[config.mk]
export PLATFORM = sky130hd
export DESIGN_NAME = mem_port_arbiter
export DESIGN_NICKNAME = d
export VERILOG_FILES = /design/src/rtl/mem_arb_pkg.sv /design/src/rtl/mem_arb_timeout.sv /design/src/rtl/mem_port_arbiter.sv
export SDC_FILE = /design/constraint.sdc
export NUM_CORES = 1
export LEC_CHECK = 0
export ABC_AREA = 1
export BUFFER_PORTS_ARGS = -buffer_cell sky130_fd_sc_hd__buf_2
export CAP_MARGIN = 20
export CORE_ASPECT_RATIO = 1.2
export CORE_MARGIN = 3
export CORE_UTILIZATION = 45
export DETAILED_ROUTE_END_ITERATION = 6
export PLACE_DENSITY = 0.74
export SETUP_SLACK_MARGIN = 0.1
export SYNTH_ARGS = -nofsm -noshare
export SYNTH_HDL_FRONTEND = slang
export SYNTH_SLANG_ARGS = --single-unit
[constraint.sdc]
create_clock -name clk -period 4.76 [get_ports clk]
set_clock_uncertainty 0.2 [all_clocks]
set_input_delay 1.19 -clock clk [delete_from_list [all_inputs] [get_ports clk]]
set_output_delay 1.19 -clock clk [all_outputs]
set_load 0.005 [all_outputs]
[src/rtl/mem_arb_pkg.sv]
// Shared types and defaults for the I/D memory port arbiter.
package mem_arb_pkg;

  typedef enum logic [1:0] {
    IDLE  = 2'd0,
    ISSUE = 2'd1,
    WAIT  = 2'd2,
    RESP  = 2'd3
  } state_e;

  typedef enum logic {
    GNT_I = 1'b0,
    GNT_D = 1'b1
  } gnt_e;

  localparam int unsigned MEM_BYTES_DEF = 512;
  localparam int unsigned TIMEOUT_DEF   = 31;

  function automatic int unsigned cnt_width(input int unsigned limit);
    return (limit < 2) ? 1 : $clog2(limit + 1);
  endfunction

endpackage

[src/rtl/mem_arb_timeout.sv]
// Loadable watchdog counter: clear, load, count-enable and an expired flag
// that fires on the LIMIT-th enabled cycle.
module mem_arb_timeout #(
  parameter int unsigned LIMIT = 31,
  parameter int unsigned CNT_W = 5
) (
  input  logic             clk,
  input  logic             rst_n,
  input  logic             clr,
  input  logic             load,
  input  logic [CNT_W-1:0] load_val,
  input  logic             en,
  output logic             expired
);

  localparam logic [CNT_W-1:0] LAST = CNT_W'(LIMIT - 1);

  logic [CNT_W-1:0] count_q, count_d;

  // Next count: clear wins over load, load over increment.
  always_comb begin
    count_d = count_q;
    if (clr) begin
      count_d = '0;
    end else if (load) begin
      count_d = load_val;
    end else if (en) begin
      count_d = count_q + CNT_W'(1);
    end else begin
      count_d = count_q;
    end
  end

  // Count register.
  always_ff @(posedge clk or negedge rst_n) begin
    if (!rst_n) begin
      count_q <= '0;
    end else begin
      count_q <= count_d;
    end
  end

  assign expired = en && (count_q == LAST);

endmodule

[src/rtl/mem_port_arbiter.sv]
// Arbitrates the I-fetch and D-load/store ports onto one memory with a
// request/MOC handshake. Round-robin arbitration: MEM_ARB_ROUND_ROBIN_EN.
module mem_port_arbiter
  import mem_arb_pkg::*;
#(
  parameter int unsigned ADDR_W    = 32,
  parameter int unsigned DATA_W    = 32,
  parameter int unsigned MEM_BYTES = MEM_BYTES_DEF,
  parameter int unsigned TIMEOUT   = TIMEOUT_DEF
) (
  input  logic              clk,
  input  logic              rst_n,
  input  logic              i_req,
  input  logic [ADDR_W-1:0] i_addr,
  output logic              i_ack,
  output logic [DATA_W-1:0] i_rdata,
  input  logic              d_req,
  input  logic              d_we,
  input  logic [ADDR_W-1:0] d_addr,
  input  logic [DATA_W-1:0] d_wdata,
  output logic              d_ack,
  output logic [DATA_W-1:0] d_rdata,
  output logic              err,
  output logic              mem_req,
  output logic              mem_we,
  output logic [ADDR_W-1:0] mem_addr,
  output logic [DATA_W-1:0] mem_wdata,
  input  logic [DATA_W-1:0] mem_rdata,
  input  logic              mem_moc
);

  localparam int unsigned     CNT_W    = cnt_width(TIMEOUT);
  localparam logic [ADDR_W:0] LAST_OFS = (ADDR_W + 1)'(3);
  localparam logic [ADDR_W:0] MEM_LIM  = (ADDR_W + 1)'(MEM_BYTES);

  state_e            state_q, state_d;
  gnt_e              gnt_q, gnt_d;
  gnt_e              sel_gnt_s;
  logic [ADDR_W-1:0] sel_addr_s;
  logic              sel_we_s;
  logic [DATA_W-1:0] sel_wdata_s;
  logic [ADDR_W:0]   end_addr_s;
  logic              legal_s;
  logic              expired_s;

  logic              i_ack_q, i_ack_d, d_ack_q, d_ack_d, err_q, err_d;
  logic [DATA_W-1:0] i_rdata_q, i_rdata_d, d_rdata_q, d_rdata_d;
  logic              mem_req_q, mem_req_d, mem_we_q, mem_we_d;
  logic [ADDR_W-1:0] mem_addr_q, mem_addr_d;
  logic [DATA_W-1:0] mem_wdata_q, mem_wdata_d;

`ifdef MEM_ARB_ROUND_ROBIN_EN
  gnt_e              last_q, last_d;
`endif

  mem_arb_timeout #(
    .LIMIT (TIMEOUT),
    .CNT_W (CNT_W)
  ) u_timeout (
    .clk      (clk),
    .rst_n    (rst_n),
    .clr      (state_q == IDLE),
    .load     (state_q == ISSUE),
    .load_val ('0),
    .en       (state_q == WAIT),
    .expired  (expired_s)
  );

  // Pick the requester and check its access; the end address is one bit wider
  // so an address near the top of the space cannot wrap into range.
  always_comb begin
    sel_gnt_s = GNT_I;
`ifdef MEM_ARB_ROUND_ROBIN_EN
    if (i_req && d_req) begin
      sel_gnt_s = (last_q == GNT_D) ? GNT_I : GNT_D;
    end else if (d_req) begin
      sel_gnt_s = GNT_D;
    end else begin
      sel_gnt_s = GNT_I;
    end
`else
    if (d_req) begin
      sel_gnt_s = GNT_D;
    end else begin
      sel_gnt_s = GNT_I;
    end
`endif
    if (sel_gnt_s == GNT_D) begin
      sel_addr_s  = d_addr;
      sel_we_s    = d_we;
      sel_wdata_s = d_wdata;
    end else begin
      sel_addr_s  = i_addr;
      sel_we_s    = 1'b0;
      sel_wdata_s = '0;
    end
    end_addr_s = {1'b0, sel_addr_s} + LAST_OFS;
    legal_s    = (sel_addr_s[1:0] == 2'b00) && (end_addr_s < MEM_LIM);
  end

  // Next state and next values of every registered output.
  always_comb begin
    state_d     = state_q;
    gnt_d       = gnt_q;
    i_ack_d     = 1'b0;
    d_ack_d     = 1'b0;
    err_d       = 1'b0;
    i_rdata_d   = '0;
    d_rdata_d   = '0;
    mem_req_d   = 1'b0;
    mem_we_d    = mem_we_q;
    mem_addr_d  = mem_addr_q;
    mem_wdata_d = mem_wdata_q;
`ifdef MEM_ARB_ROUND_ROBIN_EN
    last_d      = last_q;
`endif
    case (state_q)
      IDLE: begin
        if (i_req || d_req) begin
          gnt_d = sel_gnt_s;
`ifdef MEM_ARB_ROUND_ROBIN_EN
          last_d = sel_gnt_s;
`endif
          if (legal_s) begin
            state_d     = ISSUE;
            mem_req_d   = 1'b1;
            mem_we_d    = sel_we_s;
            mem_addr_d  = sel_addr_s;
            mem_wdata_d = sel_wdata_s;
          end else begin
            state_d = RESP;
            i_ack_d = (sel_gnt_s == GNT_I);
            d_ack_d = (sel_gnt_s == GNT_D);
            err_d   = 1'b1;
          end
        end else begin
          state_d = IDLE;
        end
      end
      ISSUE: begin
        state_d = WAIT;
      end
      WAIT: begin
        // A completion on the last allowed cycle still counts as success.
        if (mem_moc || expired_s) begin
          state_d     = RESP;
          i_ack_d     = (gnt_q == GNT_I);
          d_ack_d     = (gnt_q == GNT_D);
          err_d       = !mem_moc;
          mem_we_d    = 1'b0;
          mem_addr_d  = '0;
          mem_wdata_d = '0;
          if (mem_moc && (gnt_q == GNT_I)) begin
            i_rdata_d = mem_rdata;
          end else begin
            i_rdata_d = '0;
          end
          if (mem_moc && (gnt_q == GNT_D) && !mem_we_q) begin
            d_rdata_d = mem_rdata;
          end else begin
            d_rdata_d = '0;
          end
        end else begin
          state_d = WAIT;
        end
      end
      RESP: begin
        state_d = IDLE;
      end
      default: begin
        state_d     = IDLE;
        mem_we_d    = 1'b0;
        mem_addr_d  = '0;
        mem_wdata_d = '0;
      end
    endcase
  end

  // State, grant and output registers.
  always_ff @(posedge clk or negedge rst_n) begin
    if (!rst_n) begin
      state_q     <= IDLE;
      gnt_q       <= GNT_I;
      i_ack_q     <= 1'b0;
      d_ack_q     <= 1'b0;
      err_q       <= 1'b0;
      i_rdata_q   <= '0;
      d_rdata_q   <= '0;
      mem_req_q   <= 1'b0;
      mem_we_q    <= 1'b0;
      mem_addr_q  <= '0;
      mem_wdata_q <= '0;
    end else begin
      state_q     <= state_d;
      gnt_q       <= gnt_d;
      i_ack_q     <= i_ack_d;
      d_ack_q     <= d_ack_d;
      err_q       <= err_d;
      i_rdata_q   <= i_rdata_d;
      d_rdata_q   <= d_rdata_d;
      mem_req_q   <= mem_req_d;
      mem_we_q    <= mem_we_d;
      mem_addr_q  <= mem_addr_d;
      mem_wdata_q <= mem_wdata_d;
    end
  end

`ifdef MEM_ARB_ROUND_ROBIN_EN
  // Last-grant pointer; reset so that I wins the first contention.
  always_ff @(posedge clk or negedge rst_n) begin
    if (!rst_n) begin
      last_q <= GNT_D;
    end else begin
      last_q <= last_d;
    end
  end
`endif

  assign i_ack     = i_ack_q;
  assign d_ack     = d_ack_q;
  assign err       = err_q;
  assign i_rdata   = i_rdata_q;
  assign d_rdata   = d_rdata_q;
  assign mem_req   = mem_req_q;
  assign mem_we    = mem_we_q;
  assign mem_addr  = mem_addr_q;
  assign mem_wdata = mem_wdata_q;

endmodule

==> results.md <==
- Seq/Total Area, Yosys: 49.1%
- Root buf cell: clkbuf_16
- Period utilization: 79.0%
- Utilization after layout: 59.0%
- IO Count: 267
- Max-Cap Viols: 0
- P_leak: 0.00556 uW
- Syn_area_per_cell: 7.45 um2
- Largest net degree at the start of global routing: 92
- DP HPWL: 15.2 mm
- Synth cell types: 33
- Synth top area share: 49.1%
- Layout cells sized above 1: 28.0%
- CTS Buf Count: 17
- Commonest cells in the netlist: 345 x nand2_1, 141 x dfrtp_1, 132 x nor2_1
- Nets@finish: 1357
- Number of synthesized register bits: 141
- CTS tree: yes
- Global-route wire length before repair: 32.0 mm
- Status: complete, no violations
- Gr usage total: 23.2%
- ANT nets after route: 0
- Startpoint type of the worst setup path: input pin
- FFs w/ async S/R, synth: 100%
- Clock transition at path regs: 0.07 ns
- Placed cells: 1406
- CP max FO: 63
- Required time of the critical path: 4.83 ns
- I/O Buffers: 266
- DIE WIDTH: 121 um
- Area leader, netlist: dfrtp_1
- Iter 0 DRT Violations: 402
- Tightest Pin Transition: 0.817 ns
- Layout area overhead: 28.3%
- TritonCTS Sinks: 141
- Total negative slack: 0 ns
- EDFF count, synth: 0
- Clock Path Buffers: 2
- FP Rows: 50
- Post-cts gate resize count: 0
- Slew HR: 45.5%
- Mapped Nets: 1106
- Initial antenna violation count: 3
- Synth Instances: 966
- Skew-Pair Late Insertion Delay: 0.41 ns
- Die area: 17500 um2
- WS Path Type: in2reg
- Synthesis Warnings: 0
- Netlist Area Pre-Place: 7190 um2
- Commonest register cell after synthesis: dfrtp_1
- Vias in the first global route: 6337
- Ranking of synthesized cells by area: dfrtp_1 49%, nand2_1 18%, nor2_1 6.9%, inv_1 5.7%, nand3_1 4.2%
- Post-route insts no fill: 1438
- Post-layout min period: 3.76 ns
- Finish-stage setup viols: 0
- Drt pass-1 iters: 5
- Max-slew violation count: 0
- Final WL: 20.5 mm
- WL/cell: 14.3 um
- Core area: 15600 um2
- Final Hold Viols: 0
- DR DRC count: 0
- VDD IR max: 0.242 mV
- Hold crit path type: reg2reg
- H-tree Lvls: 4
- Die height: 145 um
- Post-route worst setup slack: 0.998 ns
- Unrepaired setup endpoints after global routing: no
- Critical Path Sink Type: register
- Crit path DAT: 3.83 ns
- Initial Util: 46.0%
- PwrDens: 450 nW/um2
- Diodes inserted: 0
- Gpl congestion: 0.945
- Top-count cell post-synth: nand2_1
- Max frequency: 266 MHz
- Routed vias: 6885
- Pre-CTS setup slack: 0.599 ns
- GRT overflow: 0
- Vias per inst: 4.79
- Post-CTS Setup Bufs: 0
- # hold bufs at CTS: 0
[final timing paths]
kind / start / to / slack, ns / depth (start not counted)
worst max-delay path: d_req / mem_addr[11] / 1.0 / 18
worst min-delay path: mem_wdata[15] / mem_wdata[15] / 0.26 / 2
worst max register to register: state_q[0] / mem_addr[11] / 1.53 / 11
worst min register to register: mem_wdata[15] / mem_wdata[15] / 0.26 / 2
max in group asynchronous: rst_n / d_rdata[18] / 2.80 / 2
min in group asynchronous: rst_n / i_rdata[21] / 0.62 / 1
[registers in the layout, indices dropped and copies added (netlist names)]
name,cells
d_rdata,32
u_timeout.count_q,5
mem_we,1
mem_addr,32
i_ack,1
mem_wdata,32
i_rdata,32
mem_req,1
d_ack,1
err,1
state_q,2
gnt_q,1
[per-layer routing]
layer | up-vias | track usage [%] | share of wire (%) | wire (um)
met5 | - | 0 | 0.20 | 41
met4 | 6 | 8.50 | 1.9 | 380
met3 | 36 | 4.93 | 8.1 | 1650
met2 | 298 | 40.3 | 49 | 10000
met1 | 3092 | 28.5 | 41 | 8410
li1 | 3453 | - | - | -
[layout make-up]
class / instances / area [um2]
clock buffer: 17 / 425
timing repair buffer: 278 / 1440
fill: 1486 / 6410
tap: 208 / 260
sequential: 141 / 3530
clock inverter: 15 / 191
multi-input combinational: 664 / 2950
inverter: 115 / 437
[critical path, cell delays in order]
cell      delay, ns
buf_2          0.16
buf_12         0.25
nand2_1        0.14
nand2_1        0.10
nand2_1        0.09
nor2_1         0.15
nand2_1        0.08
nor2_2         0.27
nand3_1        0.11
nand2_1        0.10
nand2_1        0.06
nor2_1         0.13
nand2_1        0.06
nor2_1         0.11
nand2_2        0.09
nand2_2        0.08
buf_4          0.43
a21boi_0       0.18
[cells by family (layout without fill, tap and decap cells)]
logic type	after synthesis	count (layout)	share of synthesized area, %
flip-flops	141	141	49.1
XOR/XNOR	3	3	0.365
AND/OR/NAND/NOR	602	602	34.8
buffers and inverters	161	425	10.0
AO/OA/AOI/OAI	53	53	4.77
adder cells (fa/ha/maj)	6	6	1.04
[through the flow]
| stage | cell area (um2) | power (uW) | hold WS [ns] |
|---|---|---|---|
| floorplan | 7190 | 2370 | 0.265 |
| global placement | 8610 | 2810 | 0.250 |
| detailed placement | 8610 | 2820 | 0.253 |
| CTS | 9230 | 4200 | 0.268 |
| global route | 9230 | 4430 | 0.288 |
| finish | 9230 | 4160 | 0.264 |
[power breakdown]
group	switching [uW]	internal [uW]
registers	103	1400
clock network	565	801
logic	879	405
[placed cells by master (no fill, tap or decap), drive strengths merged]
| cell | instances |
|---|---|
| buf | 278 |
| a21boi | 25 |
| a21oi | 5 |
| nand3b | 2 |
| nand2 | 348 |
| o22ai | 4 |
| xor2 | 3 |
| or2 | 2 |
| clkinvlp | 2 |
| a211oi | 1 |
| ha | 6 |
| clkbuf | 17 |
| o21ai | 16 |
| a31oi | 1 |
| nand3 | 69 |
| bufinv | 2 |
| nor3 | 32 |
| nor2 | 144 |
| nand4 | 4 |
| o21bai | 1 |
| clkinv | 2 |
| dfrtp | 141 |
| inv | 124 |
| nor3b | 1 |
Power figures use the tool's default switching activity.
